File: src/rtl/acc_arbiter.sv
// Two-requester round-robin arbiter feeding one shared registered accumulator.
// Each grant accumulates a burst of words and reports the sum with a sticky carry flag.
module acc_arbiter #(
  parameter int WIDTH   = 8,
  parameter int MAX_LEN = 16
) (
  input  logic             i_clk,
  input  logic             i_rst,
  input  logic [1:0]       i_req,
  input  logic [1:0]       i_last,
  input  logic [WIDTH-1:0] i_data0,
  input  logic [WIDTH-1:0] i_data1,
  output logic [1:0]       o_gnt,
  output logic [WIDTH-1:0] o_data,
  output logic             o_valid,
  output logic             o_owner,
  output logic             o_ovf,
  output logic             o_busy
);

  typedef enum logic [1:0] {
    IDLE = 2'd0,
    ACC  = 2'd1,
    DONE = 2'd2
  } state_t;

  localparam logic [7:0] MAX_CNT = 8'(MAX_LEN);

  state_t           state_q, state_d;
  logic             owner_q, owner_d;
  logic             ptr_q, ptr_d;
  logic [WIDTH-1:0] acc_q, acc_d;
  logic [7:0]       cnt_q, cnt_d;
  logic             sticky_q, sticky_d;
  logic [1:0]       gnt_q, gnt_d;
  logic [WIDTH-1:0] data_q, data_d;
  logic             valid_q, valid_d;
  logic             out_owner_q, out_owner_d;
  logic             ovf_q, ovf_d;
  logic             busy_q, busy_d;

  logic             own_req_s;
  logic             own_last_s;
  logic [WIDTH-1:0] own_data_s;
  logic [WIDTH:0]   sum_s;
  logic [7:0]       cnt_inc_s;
  logic             winner_s;

  // Only the current owner's inputs reach the adder; the other requester is ignored.
  assign own_req_s  = i_req[owner_q];
  assign own_last_s = i_last[owner_q];
  assign own_data_s = owner_q ? i_data1 : i_data0;
  assign sum_s      = {1'b0, acc_q} + {1'b0, own_data_s};
  assign cnt_inc_s  = cnt_q + 8'd1;
  // With both requesting, the pointer names the requester not served last.
  assign winner_s   = (i_req == 2'b11) ? ptr_q : i_req[1];

  always_comb begin
    state_d     = state_q;
    owner_d     = owner_q;
    ptr_d       = ptr_q;
    acc_d       = acc_q;
    cnt_d       = cnt_q;
    sticky_d    = sticky_q;
    gnt_d       = gnt_q;
    data_d      = data_q;
    valid_d     = 1'b0;
    out_owner_d = out_owner_q;
    ovf_d       = ovf_q;

    case (state_q)
      IDLE: begin
        if (i_req != 2'b00) begin
          state_d  = ACC;
          owner_d  = winner_s;
          gnt_d    = winner_s ? 2'b10 : 2'b01;
          acc_d    = '0;
          cnt_d    = 8'd0;
          sticky_d = 1'b0;
        end else begin
          gnt_d = 2'b00;
        end
      end
      ACC: begin
        if (own_req_s) begin
          acc_d    = sum_s[WIDTH-1:0];
          cnt_d    = cnt_inc_s;
          sticky_d = sticky_q | sum_s[WIDTH];
          // A last marker coinciding with the length limit is one ordinary end.
          if (own_last_s || (cnt_inc_s >= MAX_CNT)) begin
            state_d     = DONE;
            gnt_d       = 2'b00;
            valid_d     = 1'b1;
            data_d      = sum_s[WIDTH-1:0];
            out_owner_d = owner_q;
            ovf_d       = sticky_q | sum_s[WIDTH];
          end else begin
            state_d = ACC;
          end
        end else begin
          state_d = IDLE;
          gnt_d   = 2'b00;
          ptr_d   = ~owner_q;
        end
      end
      DONE: begin
        state_d = IDLE;
        gnt_d   = 2'b00;
        ptr_d   = ~owner_q;
      end
      default: begin
        state_d = IDLE;
        gnt_d   = 2'b00;
      end
    endcase

    busy_d = (state_d != IDLE);
  end

  // State, datapath and registered outputs.
  always_ff @(posedge i_clk or posedge i_rst) begin
    if (i_rst) begin
      state_q     <= IDLE;
      owner_q     <= 1'b0;
      ptr_q       <= 1'b0;
      acc_q       <= '0;
      cnt_q       <= 8'd0;
      sticky_q    <= 1'b0;
      gnt_q       <= 2'b00;
      data_q      <= '0;
      valid_q     <= 1'b0;
      out_owner_q <= 1'b0;
      ovf_q       <= 1'b0;
      busy_q      <= 1'b0;
    end else begin
      state_q     <= state_d;
      owner_q     <= owner_d;
      ptr_q       <= ptr_d;
      acc_q       <= acc_d;
      cnt_q       <= cnt_d;
      sticky_q    <= sticky_d;
      gnt_q       <= gnt_d;
      data_q      <= data_d;
      valid_q     <= valid_d;
      out_owner_q <= out_owner_d;
      ovf_q       <= ovf_d;
      busy_q      <= busy_d;
    end
  end

  assign o_gnt   = gnt_q;
  assign o_data  = data_q;
  assign o_valid = valid_q;
  assign o_owner = out_owner_q;
  assign o_ovf   = ovf_q;
  assign o_busy  = busy_q;

endmodule

File: config.mk
export PLATFORM = sky130hd
export DESIGN_NAME = acc_arbiter
export DESIGN_NICKNAME = d
export VERILOG_FILES = /design/src/rtl/acc_arbiter.sv
export SDC_FILE = /design/constraint.sdc
export NUM_CORES = 1
export LEC_CHECK = 0
export ABC_AREA = 1
export BUFFER_PORTS_ARGS = -buffer_cell sky130_fd_sc_hd__buf_2
export CORE_UTILIZATION = 25
export DETAILED_ROUTE_END_ITERATION = 12
export SYNTH_ARGS = -nofsm -noshare
export SYNTH_HDL_FRONTEND = slang
export SYNTH_SLANG_ARGS = --single-unit
File: constraint.sdc
create_clock -name i_clk -period 5.42 [get_ports i_clk]
set_input_delay 0.542 -clock i_clk [delete_from_list [all_inputs] [get_ports i_clk]]
set_output_delay 0.542 -clock i_clk [all_outputs]
set_load 0.02 [all_outputs]
* After elaboration in Yosys (flattened, before gate mapping)
Index checks and enable logic that the tools add are counted.
Word-level totals: flip-flop bits (word level) 35, word-level logic and storage cells 63, input bits 22
Operators by class: eq/ne operators 7, multiplexer cells 28, bitwise gates (word level) 2, magnitude comparators 2, $add $sub $neg 2, reduce and logical (&&, ||, !) cells 10
Operator list (count):
- 2-to-1 mux 8 bit | 4
- one-hot mux 8 bit (2 select lines) | 2
- 2-to-1 mux 2 bit | 7
- 2-to-1 mux 1 bit | 11
- adder 8 x 8 -> 9 bit | 1
- adder 8 x 1 -> 8 bit (second input constant) | 1
- greater-or-equal comparator 8 x 5 -> 1 bit (second input constant) | 1
- one-hot mux 2 bit (2 select lines) | 2
- nonzero test 2 bit | 4
- inequality test 2 bit (second input constant) | 3
- AND reduction 3 bit | 2
- == test 2 bit (second input constant) | 2
- one-hot mux 1 bit (2 select lines) | 2
- AND reduction 2 bit | 2
- inequality test 3 bit (second input constant) | 1
- == test 2 x 1 -> 1 bit (second input constant) | 1
- zero test 2 bit | 1
- < comparator 1 x 2 -> 1 bit (second input constant) | 1
- logical OR 1 bit | 1
- inverter 1 bit | 1
- bitwise OR 1 bit | 1

* Longest topological paths before layout
depth after elaboration 7, depth in mapped cells 13, depth with buffers taken out 13

* Worst setup path after synthesis
OpenSTA, ideal clock, no wires.
path kind register -> register, start register owner_q, end register data_q[6] (netlist: o_data[6]), arrival time 1.812 ns, clock period less this slack 1.929 ns, library setup time 0.117 ns, stages on the path, launching flop included 14, setup slack 3.491 ns, data required time 5.303 ns, cells stage by stage dfrtp_1 clkbuf_1 nand2_1 nand2_1 ha_1 fa_1 nand3_1 nand2_1 nand2_1 nand2_1 nand2_1 nand2_1 nand3_1 nand2_1
On the way: longest elaborated chain between the ends 4
Ends and longest elaborated chain:
- start, declared | RTL line 30 | logic owner_q, owner_d;
- start signal, assigned | RTL line 137 | owner_q <= owner_d;
- parallel branches: the longest is 4 deep, another holds adder 8 x 8 -> 9 bit
- end signal, assigned | RTL line 143 | data_q <= data_d;
- end, declared | RTL line 36 | logic [WIDTH-1:0] data_q, data_d;
Parallel ways; which one is timed is not known. The select of a mux whose other input is x is not followed. A chain may end at the register's enable or synchronous reset.

* Worst setup path in the final report
start register owner_q, end register out_owner_q (netlist: o_owner)
On the way: longest elaborated chain between the ends 4
Ends and longest elaborated chain:
- 2-to-1 mux 1 bit (implied by the code) (2 in a row) | RTL line 51 | assign own_last_s = i_last[owner_q];
- logical OR 1 bit | RTL line 90 | if (own_last_s || (cnt_inc_s >= MAX_CNT)) begin
- AND reduction 3 bit (no source line)
- end signal, assigned | RTL line 145 | out_owner_q <= out_owner_d;
- end, declared | RTL line 38 | logic out_owner_q, out_owner_d;
Several ways; a longest one is shown, not always the timed one. The select of a mux whose other input is x is not followed.

==> run_results.csv <==
group,metric,value,unit
run_status,run_status,"finished clean",
clocking,clk_pin_slew,0.08,ns
clocking,insertion_delay,0.30,ns
logic_synthesis,synth.distinct_cells,26,
sta,final_max_slew_viol_count,0,
critical_path,r2r_end,"o_owner",
route,drtPass1Iterations,4,
power_and_ir_drop,leakagePower,1.31,nW
grt,grt_use_total,12.2,%
final_layout,fillerInstances,840,
clocking,cts_tree,"done",
floorplan,coreArea,0.00773,mm²
logic_synthesis,synthCells,255,
placement,dp_cells,387,
sta,tightest_slew,0.733,ns
sta,final.min_clock_period,2.47,ns
floorplan,initial_utilization,25.7,%
sta,fin_ws,2.95,ns
final_layout,stdcell_area,0.00234,mm²
final_layout,antenna_cells,0,
critical_path,crit_path_frequent_cell,"nand2_1",
sta,tns,0,ns
power_and_ir_drop,ir_worst_vdd,128,µV
flow_run,maxCapViolCount,0,
critical_path,critPathRequiredTime,5.65,ns
sta,rsz0062_at_grt,"no",
final_layout,final_cell_mix,"94 x nand2_1, 35 x dfrtp_1, 35 x buf_2",
logic_synthesis,syn_nets,287,
power_and_ir_drop,power_density,510,mW/mm²
grt,grt_max_degree,36,
placement,port_buffers,35,
grt,grt_pass1_vias,1620,
critical_path,reg2reg_from,"owner_q",
critical_path,worstSetupPathType,"reg -> reg",
route,num_vias,1698,
critical_path,crit_family,"simple AND/OR/NAND/NOR gates",
critical_path,crit_path_top_delay_cell,"dfrtp_1",
logic_synthesis,yosysSeqAreaShare,44.0,%
clocking,clockRootBuffer,"clkbuf_8",
clocking,cts_resized,0,
critical_path,rr_worst_depth,6,
placement,gp_congestion,0.818,
clocking,cts.sinks,35,
floorplan,fp-row-count,32,
logic_synthesis,ys_ff_latch,35,
route,wl,4550,µm
logic_synthesis,avgSynthCellArea,7.80,µm²
critical_path,cp_max_fo,27,
critical_path,cp-end-kind,"register",
critical_path,cp.depth,6,
final_layout,drive_above_1_share,21.8,%
critical_path,cpPeakStageDelay,0.69,ns
critical_path,cp-endpoint,"o_owner",
final_layout,synthToLayoutAreaGrowth,17.8,%
placement,placed_area,0.00226,mm²
logic_synthesis,netlist.top_cell.by_area,"dfrtp_1",
floorplan,io_pins,36,
critical_path,critPathBufInv,1,
critical_path,crit_path_start_kind,"register",
placement,dp_hpwl,3300,µm
clocking,post_cts_buffers,0,
power_and_ir_drop,power,1.19,mW
grt,grt_pass1_wl,7950,µm
sta,max_freq,0.405,GHz
critical_path,rrSetupSlack,2.95,ns
sta,whs,0.330,ns
logic_synthesis,yosysTopAreaCellShare,44.0,%
logic_synthesis,synth_area,0.00199,mm²
final_layout,final_common_cell,"nand2_1",
route,viasPerCell,4.30,
clocking,hold_buffers,0,
critical_path,crit_chain,"o21ai_1 > nand2_1 > clkinv_1 > nand2_2 > nand2_1 > nand2_1",
grt,gr-total-overflow,0,
grt,antenna_found_initial,0,
floorplan,die_h,91.2,µm
placement,dp_slack,2.90,ns
clocking,cts_buffers,5,
floorplan,die-area,0.00832,mm²
worst_hold_path,worstHoldPathType,"in -> async",
final_layout,final_core_util,30.3,%
floorplan,fp.dieW,91.2,µm
final_layout,fin_cells,395,
critical_path,startpoint,"owner_q",
route,antenna_left,0,
sta,timing.clock.skew,0.0108,ns
route,wl_per_cell,11.5,µm
logic_synthesis,synth.area.top_cells,"dfrtp_1 44%, nand2_1 18%, ha_1 5.7%",
sta,slew_headroom,50.8,%
clocking,cts_max_path_buffers,2,
sta,setup_viol,0,
final_layout,fin_nets,324,
critical_path,worstPathArrival,2.70,ns
route,drc,0,
logic_synthesis,yosysWarnings,0,
sta,hold_viol_final,0,
clocking,h-tree-depth,2,
sta,fin_crit_sh,45.5,%
route,drtIter0Drc,95,
[Yosys cell counts, drive strengths merged]
cell type and count:
nand2 108, dfrtp 35, inv 26, nand3 22, o21ai 12, nor2 10, a21oi 9, ha 9
a22o 6, buf 5, nand4 3, xor2 3, clkbuf 1, clkinv 1, fa 1, o21a 1
o21bai 1, o22ai 1, or2 1
[metal layers]
metal	global-route usage, %	part of all wire, %	vias to the layer above	wire (µm)
met1	16.8	51	765	2310
met5	0	0	-	0
li1	-	-	888	-
met3	2.09	3.7	8	169
met2	18.6	43	37	1970
met4	5.95	2.2	0	102
[worst min path at each step]
stage | to | slack [ns] | depth (start not counted) | from
after floorplan | acc_q[5] | 0.46 | 2 | acc_q[5]
after global placement | o_data[5] | 0.47 | 2 | o_data[5]
after detailed placement | o_data[7] | 0.47 | 2 | o_data[7]
after CTS | o_valid | 0.35 | 3 | i_rst
after global routing | o_valid | 0.39 | 3 | i_rst
final | o_data[7] | 0.33 | 3 | i_rst
[cells by family after synthesis]
family	count (synthesis)	share of synthesized area [%]
XOR/XNOR	3	1.32
flip-flops	35	44.0
buffers and inverters	33	7.17
AND/OR/NAND/NOR	144	31.8
AO/OA/AOI/OAI	30	8.99
adder cells (fa/ha/maj)	10	6.67
[registers in the layout, summed over array words and instances (netlist names)]
| signal | flops |
|---|---|
| o_gnt | 2 |
| o_data | 8 |
| o_busy | 1 |
| owner_q | 1 |
| acc_q | 8 |
| state_q | 2 |
| o_valid | 1 |
| o_ovf | 1 |
| o_owner | 1 |
| ptr_q | 1 |
| sticky_q | 1 |
| cnt_q | 8 |
[layout make-up]
class / instances / area [µm²] / area share (%)
Multi-Input combinational cell: 187 / 971 / 41.4
Sequential cell: 35 / 876 / 37.4
Timing Repair Buffer: 36 / 183 / 7.79
Tap cell: 102 / 128 / 5.45
Inverter: 27 / 101 / 4.32
Clock buffer: 6 / 72.6 / 3.10
Clock inverter: 2 / 12.5 / 0.534
[power breakdown]
group	internal (mW)	switching, mW	total (mW)
logic	0.200	0.385	0.585
registers	0.348	0.0698	0.417
clock network	0.0899	0.101	0.191
total	0.638	0.556	1.19
[worst reg2reg max path, stage by stage (launching register included)]
cell,delay [ns]
dfrtp_1,0.69
o21ai_1,0.17
nand2_1,0.18
clkinv_1,0.62
nand2_2,0.58
nand2_1,0.09
nand2_1,0.08
(Power assumes the default switching activity.)
